## config.mk

```make
export PLATFORM = sky130hd
export DESIGN_NAME = axi4_lite_slave_regs
export DESIGN_NICKNAME = d
export VERILOG_FILES = /design/src/rtl/axi4_lite_slave_regs_pkg.sv /design/src/rtl/axi4_lite_regfile.sv /design/src/rtl/axi4_lite_slave_regs.sv
export SDC_FILE = /design/constraint.sdc
export NUM_CORES = 1
export LEC_CHECK = 0
export ABC_AREA = 1
export CORE_ASPECT_RATIO = 1.1
export CORE_MARGIN = 3
export CORE_UTILIZATION = 48
export DETAILED_ROUTE_END_ITERATION = 6
export GPL_TIMING_DRIVEN = 0
export PLACE_DENSITY = 0.81
export SLEW_MARGIN = 20
export SYNTH_ARGS = -nofsm -noshare
export SYNTH_HDL_FRONTEND = slang
export SYNTH_SLANG_ARGS = --single-unit
export TNS_END_PERCENT = 30
```

## constraint.sdc

```tcl
create_clock -name clk -period 3 [get_ports clk]
set_clock_uncertainty 0.15 [all_clocks]
set_input_delay 0.45 -clock clk [delete_from_list [all_inputs] [get_ports clk]]
set_output_delay 0.45 -clock clk [all_outputs]
set_load 0.01 [all_outputs]
```

## src/rtl/axi4_lite_slave_regs_pkg.sv

```systemverilog
// Shared types, response codes and address-decode helpers for the AXI4-Lite register slave.
package axi4_lite_slave_regs_pkg;

    localparam int unsigned ADDR_W      = 32;
    localparam int unsigned WORD_ADDR_W = ADDR_W - 2;
    localparam int unsigned DATA_W      = 32;
    localparam int unsigned STRB_W      = DATA_W / 8;
    localparam int unsigned REG_IDX_W   = 3;
    localparam int unsigned RESP_W      = 2;

    localparam logic [RESP_W-1:0] RESP_OKAY   = 2'b00;
    localparam logic [RESP_W-1:0] RESP_SLVERR = 2'b10;

    typedef enum logic [1:0] {
        WR_IDLE    = 2'd0,
        WR_ADDR_OK = 2'd1,
        WR_DATA_OK = 2'd2,
        WR_RESP    = 2'd3
    } wr_state_t;

    typedef enum logic {
        RD_IDLE = 1'b0,
        RD_DATA = 1'b1
    } rd_state_t;

    // Captured write request; the byte offset bits are dropped at capture.
    typedef struct packed {
        logic [WORD_ADDR_W-1:0] word_addr;
        logic [DATA_W-1:0]      data;
        logic [STRB_W-1:0]      strb;
    } wr_req_t;

    // Register index taken from byte-address bits [4:2].
    function automatic logic [REG_IDX_W-1:0] word_index(input logic [WORD_ADDR_W-1:0] word_addr);
        return word_addr[REG_IDX_W-1:0];
    endfunction

    // True when upper address bits are clear and the index names an existing register.
    function automatic logic word_in_range(input logic [WORD_ADDR_W-1:0] word_addr,
                                           input int unsigned           nregs);
        return (word_addr[WORD_ADDR_W-1:REG_IDX_W] == '0) &&
               (32'(word_addr[REG_IDX_W-1:0]) < nregs);
    endfunction

endpackage

```

## src/rtl/axi4_lite_regfile.sv

```systemverilog
// Byte-strobed register array with a read mux; the top slot reflects the live status input.
module axi4_lite_regfile
    import axi4_lite_slave_regs_pkg::*;
#(
    parameter int unsigned data_width = 32,
    parameter int unsigned num_regs   = 8
) (
    input  logic                           clk,
    input  logic                           reset,
    input  logic                           i_wr_en,
    input  logic [REG_IDX_W-1:0]           i_wr_idx,
    input  logic [data_width-1:0]          i_wr_data,
    input  logic [data_width/8-1:0]        i_wr_strb,
    input  logic [REG_IDX_W-1:0]           i_rd_idx,
    input  logic [data_width-1:0]          i_status,
    output logic [data_width-1:0]          o_rd_data_c,
    output logic [num_regs*data_width-1:0] o_reg_image_c
);

    localparam int unsigned NUM_RW = num_regs - 1;
    localparam int unsigned NBYTES = data_width / 8;

    logic [data_width-1:0] r_regs [NUM_RW];

    // Byte-lane update of the writable registers.
    always_ff @(posedge clk) begin
        if (reset) begin
            for (int i = 0; i < NUM_RW; i++) begin
                r_regs[i] <= '0;
            end
        end else begin
            for (int i = 0; i < NUM_RW; i++) begin
                for (int k = 0; k < NBYTES; k++) begin
                    if (i_wr_en && (i_wr_idx == REG_IDX_W'(i)) && i_wr_strb[k]) begin
                        r_regs[i][8*k +: 8] <= i_wr_data[8*k +: 8];
                    end
                end
            end
        end
    end

    // Read mux; unmapped indices read as zero.
    always_comb begin
        o_rd_data_c = '0;
        for (int i = 0; i < NUM_RW; i++) begin
            if (i_rd_idx == REG_IDX_W'(i)) begin
                o_rd_data_c = r_regs[i];
            end
        end
        if (i_rd_idx == REG_IDX_W'(num_regs - 1)) begin
            o_rd_data_c = i_status;
        end
    end

    // Flat image of all registers with status in the top slot.
    always_comb begin
        o_reg_image_c = '0;
        for (int i = 0; i < NUM_RW; i++) begin
            o_reg_image_c[data_width*i +: data_width] = r_regs[i];
        end
        o_reg_image_c[data_width*(num_regs-1) +: data_width] = i_status;
    end

endmodule

```

## src/rtl/axi4_lite_slave_regs.sv

```systemverilog
// AXI4-Lite slave: independent write and read FSMs in front of a small register file.
module axi4_lite_slave_regs
    import axi4_lite_slave_regs_pkg::*;
#(
    parameter int unsigned data_width = 32,
    parameter int unsigned num_regs   = 8
) (
    input  logic                           clk,
    input  logic                           reset,
    input  logic                           AWvalid,
    output logic                           AWready,
    input  logic [ADDR_W-1:0]              AWaddr,
    input  logic                           Wvalid,
    output logic                           Wready,
    input  logic [data_width-1:0]          Wdata,
    input  logic [data_width/8-1:0]        Wstrb,
    output logic                           Bvalid,
    input  logic                           Bready,
    output logic [RESP_W-1:0]              Bresp,
    input  logic                           ARvalid,
    output logic                           ARready,
    input  logic [ADDR_W-1:0]              ARaddr,
    output logic                           Rvalid,
    input  logic                           Rready,
    output logic [data_width-1:0]          Rdata,
    output logic [RESP_W-1:0]              Rresp,
    input  logic [data_width-1:0]          status_in,
    output logic [num_regs*data_width-1:0] reg_out,
    output logic [num_regs-1:0]            wr_pulse
);

    wr_state_t               r_wr_state, w_wr_state_nxt;
    rd_state_t               r_rd_state, w_rd_state_nxt;
    wr_req_t                 r_wr_req, w_wr_req_nxt;
    logic                    r_awready, w_awready_nxt;
    logic                    r_wready, w_wready_nxt;
    logic                    r_bvalid, w_bvalid_nxt;
    logic [RESP_W-1:0]       r_bresp, w_bresp_nxt;
    logic                    r_arready, w_arready_nxt;
    logic                    r_rvalid, w_rvalid_nxt;
    logic [data_width-1:0]   r_rdata, w_rdata_nxt;
    logic [RESP_W-1:0]       r_rresp, w_rresp_nxt;
    logic [num_regs-1:0]     r_wr_pulse, w_wr_pulse_nxt;
    logic                    w_commit;
    logic                    w_wr_ok;
    logic                    w_rd_in_range;
    logic [data_width-1:0]   w_rd_data;
    logic [WORD_ADDR_W-1:0]  w_ar_word;
    logic                    w_unused_addr_lsbs;

    wire w_aw_hs = AWvalid && r_awready;
    wire w_w_hs  = Wvalid  && r_wready;
    wire w_b_hs  = r_bvalid && Bready;
    wire w_ar_hs = ARvalid && r_arready;
    wire w_r_hs  = r_rvalid && Rready;

    assign w_ar_word          = ARaddr[ADDR_W-1:2];
    assign w_rd_in_range      = word_in_range(w_ar_word, num_regs);
    assign w_unused_addr_lsbs = ^{AWaddr[1:0], ARaddr[1:0]};

    // Write FSM: capture address/data, commit on entry to WR_RESP, hold response until Bready.
    always_comb begin
        w_wr_state_nxt = r_wr_state;
        w_wr_req_nxt   = r_wr_req;
        w_awready_nxt  = r_awready;
        w_wready_nxt   = r_wready;
        w_bvalid_nxt   = r_bvalid;
        w_bresp_nxt    = r_bresp;
        w_commit       = 1'b0;

        if (w_aw_hs) begin
            w_wr_req_nxt.word_addr = AWaddr[ADDR_W-1:2];
        end
        if (w_w_hs) begin
            w_wr_req_nxt.data = Wdata;
            w_wr_req_nxt.strb = Wstrb;
        end

        w_wr_ok = word_in_range(w_wr_req_nxt.word_addr, num_regs) &&
                  (word_index(w_wr_req_nxt.word_addr) != REG_IDX_W'(num_regs - 1));

        case (r_wr_state)
            WR_IDLE: begin
                w_awready_nxt = 1'b1;
                w_wready_nxt  = 1'b1;
                if (w_aw_hs && w_w_hs) begin
                    w_commit = 1'b1;
                end else if (w_aw_hs) begin
                    w_wr_state_nxt = WR_ADDR_OK;
                    w_awready_nxt  = 1'b0;
                end else if (w_w_hs) begin
                    w_wr_state_nxt = WR_DATA_OK;
                    w_wready_nxt   = 1'b0;
                end
            end
            WR_ADDR_OK: begin
                if (w_w_hs) begin
                    w_commit = 1'b1;
                end
            end
            WR_DATA_OK: begin
                if (w_aw_hs) begin
                    w_commit = 1'b1;
                end
            end
            WR_RESP: begin
                if (w_b_hs) begin
                    w_wr_state_nxt = WR_IDLE;
                    w_bvalid_nxt   = 1'b0;
                    w_awready_nxt  = 1'b1;
                    w_wready_nxt   = 1'b1;
                end
            end
            default: begin
                w_wr_state_nxt = WR_IDLE;
            end
        endcase

        if (w_commit) begin
            w_wr_state_nxt = WR_RESP;
            w_awready_nxt  = 1'b0;
            w_wready_nxt   = 1'b0;
            w_bvalid_nxt   = 1'b1;
            w_bresp_nxt    = w_wr_ok ? RESP_OKAY : RESP_SLVERR;
        end
    end

    // One-cycle strobe for the register actually written.
    always_comb begin
        w_wr_pulse_nxt = '0;
        for (int i = 0; i < num_regs; i++) begin
            if (w_commit && w_wr_ok && (w_wr_req_nxt.strb != '0) &&
                (word_index(w_wr_req_nxt.word_addr) == REG_IDX_W'(i))) begin
                w_wr_pulse_nxt[i] = 1'b1;
            end
        end
    end

    // Read FSM: register data and response on AR handshake, hold until Rready.
    always_comb begin
        w_rd_state_nxt = r_rd_state;
        w_arready_nxt  = r_arready;
        w_rvalid_nxt   = r_rvalid;
        w_rdata_nxt    = r_rdata;
        w_rresp_nxt    = r_rresp;

        case (r_rd_state)
            RD_IDLE: begin
                w_arready_nxt = 1'b1;
                if (w_ar_hs) begin
                    w_rd_state_nxt = RD_DATA;
                    w_arready_nxt  = 1'b0;
                    w_rvalid_nxt   = 1'b1;
                    w_rdata_nxt    = w_rd_in_range ? w_rd_data : '0;
                    w_rresp_nxt    = w_rd_in_range ? RESP_OKAY : RESP_SLVERR;
                end
            end
            RD_DATA: begin
                if (w_r_hs) begin
                    w_rd_state_nxt = RD_IDLE;
                    w_rvalid_nxt   = 1'b0;
                    w_arready_nxt  = 1'b1;
                end
            end
            default: begin
                w_rd_state_nxt = RD_IDLE;
            end
        endcase
    end

    // State and output registers for both channels.
    always_ff @(posedge clk) begin
        if (reset) begin
            r_wr_state <= WR_IDLE;
            r_rd_state <= RD_IDLE;
            r_wr_req   <= '0;
            r_awready  <= 1'b0;
            r_wready   <= 1'b0;
            r_bvalid   <= 1'b0;
            r_bresp    <= RESP_OKAY;
            r_arready  <= 1'b0;
            r_rvalid   <= 1'b0;
            r_rdata    <= '0;
            r_rresp    <= RESP_OKAY;
            r_wr_pulse <= '0;
        end else begin
            r_wr_state <= w_wr_state_nxt;
            r_rd_state <= w_rd_state_nxt;
            r_wr_req   <= w_wr_req_nxt;
            r_awready  <= w_awready_nxt;
            r_wready   <= w_wready_nxt;
            r_bvalid   <= w_bvalid_nxt;
            r_bresp    <= w_bresp_nxt;
            r_arready  <= w_arready_nxt;
            r_rvalid   <= w_rvalid_nxt;
            r_rdata    <= w_rdata_nxt;
            r_rresp    <= w_rresp_nxt;
            r_wr_pulse <= w_wr_pulse_nxt;
        end
    end

    axi4_lite_regfile #(
        .data_width (data_width),
        .num_regs   (num_regs)
    ) u_regfile (
        .clk           (clk),
        .reset         (reset),
        .i_wr_en       (w_commit && w_wr_ok),
        .i_wr_idx      (word_index(w_wr_req_nxt.word_addr)),
        .i_wr_data     (w_wr_req_nxt.data),
        .i_wr_strb     (w_wr_req_nxt.strb),
        .i_rd_idx      (word_index(w_ar_word)),
        .i_status      (status_in),
        .o_rd_data_c   (w_rd_data),
        .o_reg_image_c (reg_out)
    );

    assign AWready  = r_awready;
    assign Wready   = r_wready;
    assign Bvalid   = r_bvalid;
    assign Bresp    = r_bresp;
    assign ARready  = r_arready;
    assign Rvalid   = r_rvalid;
    assign Rdata    = r_rdata;
    assign Rresp    = r_rresp;
    assign wr_pulse = r_wr_pulse;

endmodule
```

# Word-level counts from Yosys, hierarchy flattened
# Memory sizes are Yosys's and may differ from the RTL's.
# Index checks and enable logic that the tools add are counted.
[totals]
ff_bits = 118
ram_bits = 224
inputBits = 139
output_inout_bits = 305
wordCells = 301
memories = 1
[mem_list]
columns = ["memory", "words", "word_bits", "read_ports", "rd_ports_with_merged_regs", "wr", "line_no", "source"]
rows = [
  ["u_regfile.r_regs", 7, 32, 7, 0, 7, "axi4_lite_regfile.sv:23", "logic [data_width-1:0] r_regs [NUM_RW];"],
]
[classes]
eq_ne = 24
n_mux = 165
n_bitwise = 29
reduce_logical = 68
[op_table]
columns = ["cell", "count"]
rows = [
  ["32-bit 2-to-1 mux", 9],
  ["8-bit 2-to-1 mux", 28],
  ["1-bit 2-to-1 mux", 112],
  ["27-bit logical NOT", 2],
  ["1-bit logical AND", 52],
  ["36-bit 2-to-1 mux", 1],
  ["30-bit 2-to-1 mux", 1],
  ["1-bit bitwise OR", 28],
  ["3-bit == test, second input constant", 8],
  ["2-bit 2-to-1 mux", 7],
  ["3-bit by 2-bit == test with 1-bit output, second input constant", 4],
  ["1-bit case mux with 2 select lines", 5],
  ["3-bit != test, second input constant", 3],
  ["2-bit AND reduction", 4],
  ["3-bit by 1-bit == test with 1-bit output, second input constant", 2],
  ["3-bit logical NOT", 2],
  ["2-bit nonzero test", 3],
  ["2-bit == test, second input constant", 2],
  ["2-bit != test, second input constant", 2],
  ["4-bit != test, second input constant", 1],
  ["2-bit case mux with 2 select lines", 1],
  ["4-bit AND reduction", 1],
  ["4-bit nonzero test", 1],
  ["1-bit case mux with 3 select lines", 1],
  ["other kinds (6)", 6],
]

# Logic depth before layout (Yosys ltp)
# Gate-level depths: netlist of run 1.
[logic_depth]
ltp_word = 11
depth_mapped = 14
mapped_depth_nobuf = 11

# Hierarchy
# Synthesis of run 1 repeated with hierarchy kept, for this count alone.
[hier_totals]
hier_cells = 1732
area_unflattened_um2 = 15357.2
[modules_own_cells]
columns = ["mod", "instances", "cells_each", "area_each_um2"]
rows = [
  ["axi4_lite_regfile", 1, 1068, 10583.9],
  ["axi4_lite_slave_regs", 1, 664, 4773.3],
]

# Worst setup path before layout of run 1
# No wires, ideal clock.
[synth_path]
kind = "in2reg"
start = "in AWvalid"
end = "mem u_regfile.r_regs[2][8] (netlist: u_regfile.r_regs[0][72]), enable pin"
setup_ps = 329
arrival_time_ps = 2083
required_ps = 2521
setup_slack_ps = 438
path_stages = 14
n_path_buf = 3
path_cell_list = "buf_6 -> nand2_4 -> buf_6 -> inv_2 -> nand2_1 -> nand2_1 -> nor2_1 -> nand2_1 -> nor2_1 -> nand3_2 -> nor2_8 -> buf_8 -> nand4_4 -> nand2_1"
[synth_rtl]
columns = ["element", "line_no", "source"]
rows = [
  ["from (decl)", "axi4_lite_slave_regs.sv:10", "input logic AWvalid,"],
  ["to (decl)", "axi4_lite_regfile.sv:23", ""],
]

# Worst setup path after layout of run 1
[layout_path]
start = "in ARaddr[2]"
end = "reg r_rdata[7] (netlist: Rdata[7])"
[layout_between]
elab_chain_cells = 10
word_cells_on_any_way = 17
[layout_rtl]
columns = ["element", "line_no", "source"]
rows = [
  ["from (decl)", "axi4_lite_slave_regs.sv:22", "input logic [ADDR_W-1:0] ARaddr,"],
  ["3-bit logical NOT", "axi4_lite_regfile.sv:46", "if (i_rd_idx == REG_IDX_W'(i)) begin"],
  ["32-bit 2-to-1 mux (7 in series)", "axi4_lite_regfile.sv:46", ""],
  ["32-bit 2-to-1 mux *", "axi4_lite_regfile.sv:50", "if (i_rd_idx == REG_IDX_W'(num_regs - 1)) begin"],
  ["32-bit 2-to-1 mux *", "axi4_lite_slave_regs.sv:154", "w_rdata_nxt = w_rd_in_range ? w_rd_data : '0;"],
  ["to (signal assigned)", "axi4_lite_slave_regs.sv:196", "r_rdata <= w_rdata_nxt;"],
  ["to (decl)", "axi4_lite_slave_regs.sv:41", "logic [data_width-1:0] r_rdata, w_rdata_nxt;"],
]
# Mark *: on every way between the ends. The rest lies on a longest branch, timed or not.
# A chain may end at the register's enable or synchronous reset.

==> impl_metrics.tcl, run 1 <==
set metrics [dict create \
    rsz0062_at_grt "true" \
    startpoint_type "input pin" \
    postSynthCellCount 1578 \
    cts.sinks 340 \
    ys_ff_latch 340 \
    placedCellCount 2424 \
    cts_root_buf "clkbuf_16" \
    vias 13700 \
    synth_cell_types 36 \
    critPathMaxFanout 10 \
    post_cts_buffers 0 \
    nFillCells 2268 \
    drc_errors 0 \
    synth_enable_flop_cells 224 \
    chipWidth_um 173 \
    min_path_type "input pin to register" \
    grt_use_total_pct 32.3 \
    regArea_um2 9050 \
    ys_top_cells_by_area "edfxtp_1 46%, dfxtp_1 16%, nand2_1 11%" \
    firstDrtPassIters 6 \
    synth_top_area_cell "edfxtp_1" \
    dieArea_um2 32900 \
    hold_viol 0 \
    crit_path_max_incr_delay_ns 0.80 \
    cts_buffers 36 \
    num_io_pins 444 \
    clk_latency_ns 0.51 \
    mostFrequentLayoutCell "clkdlybuf4s50_1" \
    status "completed" \
    cts.clk_slew.worst_paths_ns 0.06 \
    place_ws_ns -0.606 \
    vias_per_cell 5.52 \
    worst_slack_ns 0.0650 \
    ys_seq_area_share_pct 61.2 \
    arrival_ns 3.21 \
    initial_utilization_pct 49.3 \
    slew_headroom_pct 31.8 \
    async_flop_share_pct 0 \
    htree_num_levels 2 \
    die_h_um 190 \
    crit_chain "clkdlybuf4s50_1, inv_1, nor3_1, clkbuf_1, nand2_1, nand3_1, a21oi_1, nand4_1, nand2_1, a21oi_1" \
    synth_flop_cell "edfxtp_1" \
    clk_path_buf_depth 3 \
    endpoint_kind "register" \
    routedWlPerCell_um 22.5 \
    globalplace.congestion 0.984 \
    fmaxAchievable_ghz 0.341 \
    grt_start_max_net_pins 15 \
    antenna_found_initial 2 \
    port_buffers 436 \
    required_ns 3.28 \
    final_cells 2490 \
    yosys_warnings 0 \
    hpwlAfterDp_um 42300 \
    area_growth_pct 41.4 \
    layout_worst_path_cycle_share_pct 97.8 \
    cts_tree "yes" \
    grt_pass1_vias 13400 \
    tightest_slew_ns 1.02 \
    path_class "input pin to register" \
    fp.coreArea_um2 30000 \
    grt_pass1_wl_um 80200 \
    routed_wl_um 56000 \
    drive_gt1_share_pct 7.79 \
    vdd_ir_drop_max_uv 535 \
    p_per_area_nw_per_um2 590 \
    postRouteAntennaNets 0 \
    synthDominantCellAreaShare_pct 45.5 \
    min_period_ns 2.94 \
    drv_slew 0 \
    grt-ovfl-total 0 \
    avgSynthCellArea_um2 9.36 \
    drt_iter0_markers 1211 \
    nets 2193 \
    fp-row-count 66 \
    p_leak_nw 8.01 \
    setup_viol 0 \
    final_cell_mix "436 x clkdlybuf4s50_1, 403 x nand2_1, 339 x nor2_1" \
    multi_input_area_um2 4960 \
    crit_slowest_cell "clkbuf_1" \
    maxCapViolations 0 \
    syn_area_um2 14800 \
    p_total_mw 12.3 \
]
cell families after synthesis:
group | Yosys count | synth area share [%]
and+or+nand+nor | 920 | 27.8
DFF | 340 | 61.2
buffers and inverters | 173 | 5.77
AOI/OAI and AO/OA | 144 | 5.14
other | 1 | 0.0254
cell type report:
cell class,instances,area share [%]
clock buffers,46,4.69
multi-input cells,1067,23.7
well taps,408,2.44
repair buffers,436,20.9
flip-flops and latches,340,43.3
inverters,69,1.24
plain buffers,104,2.86
clock inverters,18,0.803
diodes,2,0.0240
critical path: cells and delay by family:
| family | cells | cell delay, ns |
|---|---|---|
| buf+inv | 3 | 1.49 |
| simple gates | 5 | 1.06 |
| compound gates | 2 | 0.20 |
layer usage:
| metal | up-vias | wire length (um) | track usage [%] |
|---|---|---|---|
| met5 | - | 0 | 0 |
| met4 | 0 | 2840 | 15.3 |
| met3 | 177 | 5870 | 8.56 |
| met2 | 875 | 27500 | 56.2 |
| met1 | 6509 | 19800 | 37.2 |
| li1 | 6177 | - | - |
registers in the layout, indices dropped and copies added (netlist names), 2 cells and up:
signal and cells:
r_wr_req 66, wr_pulse 8, u_regfile.r_regs 224, r_wr_state 2, Rdata 32
metrics by stage:
| stage | setup TNS, ns | cell area, um2 | utilization (%) | hold WS (ns) |
|---|---|---|---|---|
| floorplan | 0 | 14800 | - | 0.296 |
| detailed placement | -108.57 | 19700 | 65.6 | 0.307 |
| finish | 0 | 20900 | 69.7 | 0.125 |
| CTS | -0.413 | 20800 | 69.4 | 0.114 |
| global route | -2.03 | 20900 | 69.7 | 0.121 |
| global placement | -90.01 | 19700 | 65.6 | 0.302 |
synthesized netlist by cell type (6+ instances only):
cell type,instances
a21oi_1,125
and2_0,7
buf_4,35
clkbuf_1,52
dfxtp_1,116
edfxtp_1,224
inv_1,65
nand2_1,422
nand3_1,53
nand4_1,41
nand4_2,6
nand4_4,18
nor2_1,339
nor3_1,23
o21ai_1,6
timing repair:
item	4_1_cts	5_1_grt
cloned	0	0
hold buffers	0	0
setup endpoints to repair	32	183
resized for setup	2	29
worst paths after layout:
check	start	slack (ns)	to	depth (start not counted)
setup / recovery	ARaddr[2]	0.06	Rdata[7]$_SDFFE_PP0P_	10
hold / removal	AWvalid	0.12	r_wr_req[51]$_SDFF_PP0_	3
setup reg to reg	AWready$_SDFFE_PP0P_	0.10	u_regfile.r_regs[0][188]$_SDFFCE_PN0P_	12
hold reg to reg	Rdata[12]$_SDFFE_PP0P_	0.32	Rdata[12]$_SDFFE_PP0P_	2
power breakdown:
group          internal [mW]  total (mW)  switching [mW]  leakage (nW)
Combinational          0.877        2.44            1.57          4.19
Clock                   2.57        4.39            1.82         0.564
Sequential              5.32        5.49           0.173          3.25
Power figures use the tool's default switching activity.
==> inputs of run 2 (changes only) <==
--- a/config.mk
+++ b/config.mk
@@ -7,7 +7,6 @@
 export LEC_CHECK = 0
 export ABC_AREA = 1
 export CORE_ASPECT_RATIO = 1.1
-export CORE_MARGIN = 3
 export CORE_UTILIZATION = 48
 export DETAILED_ROUTE_END_ITERATION = 6
 export GPL_TIMING_DRIVEN = 0
==> run 2 against run 1 <==
- the run now ends with negative setup slack left
- fmax decreased by 4.0%
- wire length fell by 1.1%
- register-to-register slack worse by 0.03 ns
- utilization down 1.1 points
- clock-buffer cell count is 3 higher
- global-route usage rose by 2.1 points
- combinational power barely moved
- via count fell by 0.85%
- final cell count is 0.16% higher
- die area shrank 4.4%
- total power decreased by 2.0%
- critical path type unchanged
- largest cell class unchanged
==> impl_metrics.tcl, run 2 (synthesis results as in run 1) <==
set metrics [dict create \
    hold_viol 0 \
    startpoint_type "input pin" \
    required_ns 3.01 \
    reg2reg_from "AWready$_SDFFE_PP0P_" \
    min_period_ns 3.06 \
    hpwlAfterDp_um 40800 \
    cts_tree "yes" \
    firstDrtPassIters 5 \
    cts_root_buf "clkbuf_16" \
    use_met2_pct 58.3 \
    power_switching_share_pct 29.2 \
    postRouteAntennaNets 0 \
    drv_slew 0 \
    cp-endpoint "u_regfile.r_regs[0][2]$_SDFFCE_PN0P_" \
    antenna_found_initial 2 \
    initial_utilization_pct 48.7 \
    grt-ovfl-total 0 \
    htree_num_levels 2 \
    cts.clk_slew.worst_paths_ns 0.06 \
    p_per_area_nw_per_um2 580 \
    fp.coreArea_um2 30300 \
    grt_pass1_vias 13100 \
    reg2reg_to "u_regfile.r_regs[0][216]$_SDFFCE_PP0P_" \
    status "finished, violations left" \
    arrival_ns 3.07 \
    slew_headroom_pct 26.4 \
    die_h_um 186 \
    p_switching_mw 3.52 \
    fp-row-count 67 \
    drive_gt1_share_pct 7.60 \
    setup_viol 25 \
    met1_usage_pct 40.7 \
    r2r_setup_slack_ns 0.07 \
    hold_ws_ns 0.111 \
    routed_wl_um 55400 \
    grt_busiest_layer "met2" \
    cts_buffers 36 \
    routedWlPerCell_um 22.2 \
    maxCapViolations 0 \
    fmaxAchievable_ghz 0.327 \
    top_register "u_regfile.r_regs" \
    seqPwrFrac_pct 45.6 \
    power.internal_mw 8.55 \
    violations "negative setup slack" \
    cts.sinks 340 \
    chipWidth_um 169 \
    met3_usage_pct 8.31 \
    p_leak_nw 7.96 \
    layout_worst_path_cycle_share_pct 102 \
    dieArea_um2 31500 \
    worst_slack_ns -0.0573 \
    worstRegToRegCells 12 \
    grt_use_total_pct 34.4 \
    area_growth_pct 40.9 \
    largest_register_ffs 224 \
    port_buffers 436 \
    rsz0062_at_grt "true" \
    grt_pass1_wl_um 78200 \
    startpoint "reset" \
    ctsHoldBuffers 0 \
    final_cell_mix "436 x clkdlybuf4s50_1, 401 x nand2_1, 339 x nor2_1" \
    drt_iter0_markers 1460 \
    tightest_slew_ns 1.10 \
    vias 13600 \
    critPathMaxFanout 10 \
    post_cts_buffers 0 \
    power_frac_comb_pct 20.1 \
    p_clk_share_pct 34.4 \
    vias_per_cell 5.46 \
    min_path_type "input pin to register" \
    drc_errors 0 \
    place_ws_ns -0.665 \
    vdd_ir_drop_max_uv 447 \
    globalplace.congestion 0.909 \
    mostFrequentLayoutCell "clkdlybuf4s50_1" \
    nets 2192 \
    grt_start_max_net_pins 15 \
    endpoint_kind "register" \
    path_class "input pin to register" \
    num_io_pins 444 \
    clk_path_buf_depth 3 \
    p_total_mw 12.1 \
    clk_latency_ns 0.51 \
]
## run 2: cell count changes in the layout (fill, tap and decap cells not counted), sizes merged
cell | before | now
clkinvlp | 2 | 1
clkbuf | 98 | 100
clkinv | 12 | 13
inv | 70 | 69
bufinv | 3 | 1
diode | 2 | 1
## run 2: worst min path at each step
stage                            start                      end  slack [ns]  depth (start not counted)
5_1_grt                        AWvalid  r_wr_req[51]$_SDFF_PP0_        0.12                          3
3_3_place_gp    Rdata[20]$_SDFFE_PP0P_   Rdata[20]$_SDFFE_PP0P_        0.30                          2
3_5_place_dp    Rdata[18]$_SDFFE_PP0P_   Rdata[18]$_SDFFE_PP0P_        0.31                          2
6_report                       AWvalid  r_wr_req[48]$_SDFF_PP0_        0.11                          3
2_1_floorplan  r_wr_req[39]$_SDFF_PP0_  r_wr_req[39]$_SDFF_PP0_        0.30                          2
4_1_cts                        AWvalid  r_wr_req[51]$_SDFF_PP0_         0.1                          3
## run 2: what timing repair did
action                                  in CTS  in global routing
endpoints found under the setup margin     169                190
pin swaps                                    0                  0
resized for setup                           11                 22
## run 2: worst max-delay path, cell delays in order
cell,delay [ns]
clkdlybuf4s50_1,0.61
inv_1,0.30
clkbuf_2,0.43
clkbuf_1,0.87
nand2_2,0.40
## run 2: final cells by class
class	count	area [um2]
antenna	1	2.50
buffer	103	593
clock buffer	49	971
clock inverter	15	100
fill	2322	9530
inverter	69	259
multi-input combinational	1067	4960
sequential	340	9050
tap	414	518
timing repair buffer	436	4360
## run 2: power groups by stage
stage / sequential (mW) / clock (mW) / combinational (mW)
final: 5.50 / 4.15 / 2.42
after global routing: 5.53 / 4.33 / 2.60
after CTS: 5.49 / 4.14 / 2.38
after detailed placement: 5.59 / 0 / 2.37
after global placement: 5.58 / 0 / 2.31
after floorplan: 5.62 / 0 / 1.23
## run 2: metrics by stage
step	setup TNS (ns)	util [%]	area, um2	cells
after CTS	0	68.4	20800	2493
final	-0.752	68.6	20800	2494
after global placement	-127.61	64.8	19700	2430
after detailed placement	-147.16	64.8	19700	2430
after floorplan	0	-	14800	1580
after global routing	-1.57	68.6	20800	2494
## run 2: routing by layer
| layer | vias up | wire (um) |
|---|---|---|
| met3 | 176 | 5810 |
| li1 | 6163 | - |
| met4 | 0 | 2800 |
| met1 | 6359 | 19900 |
| met5 | - | 0 |
| met2 | 923 | 26900 |
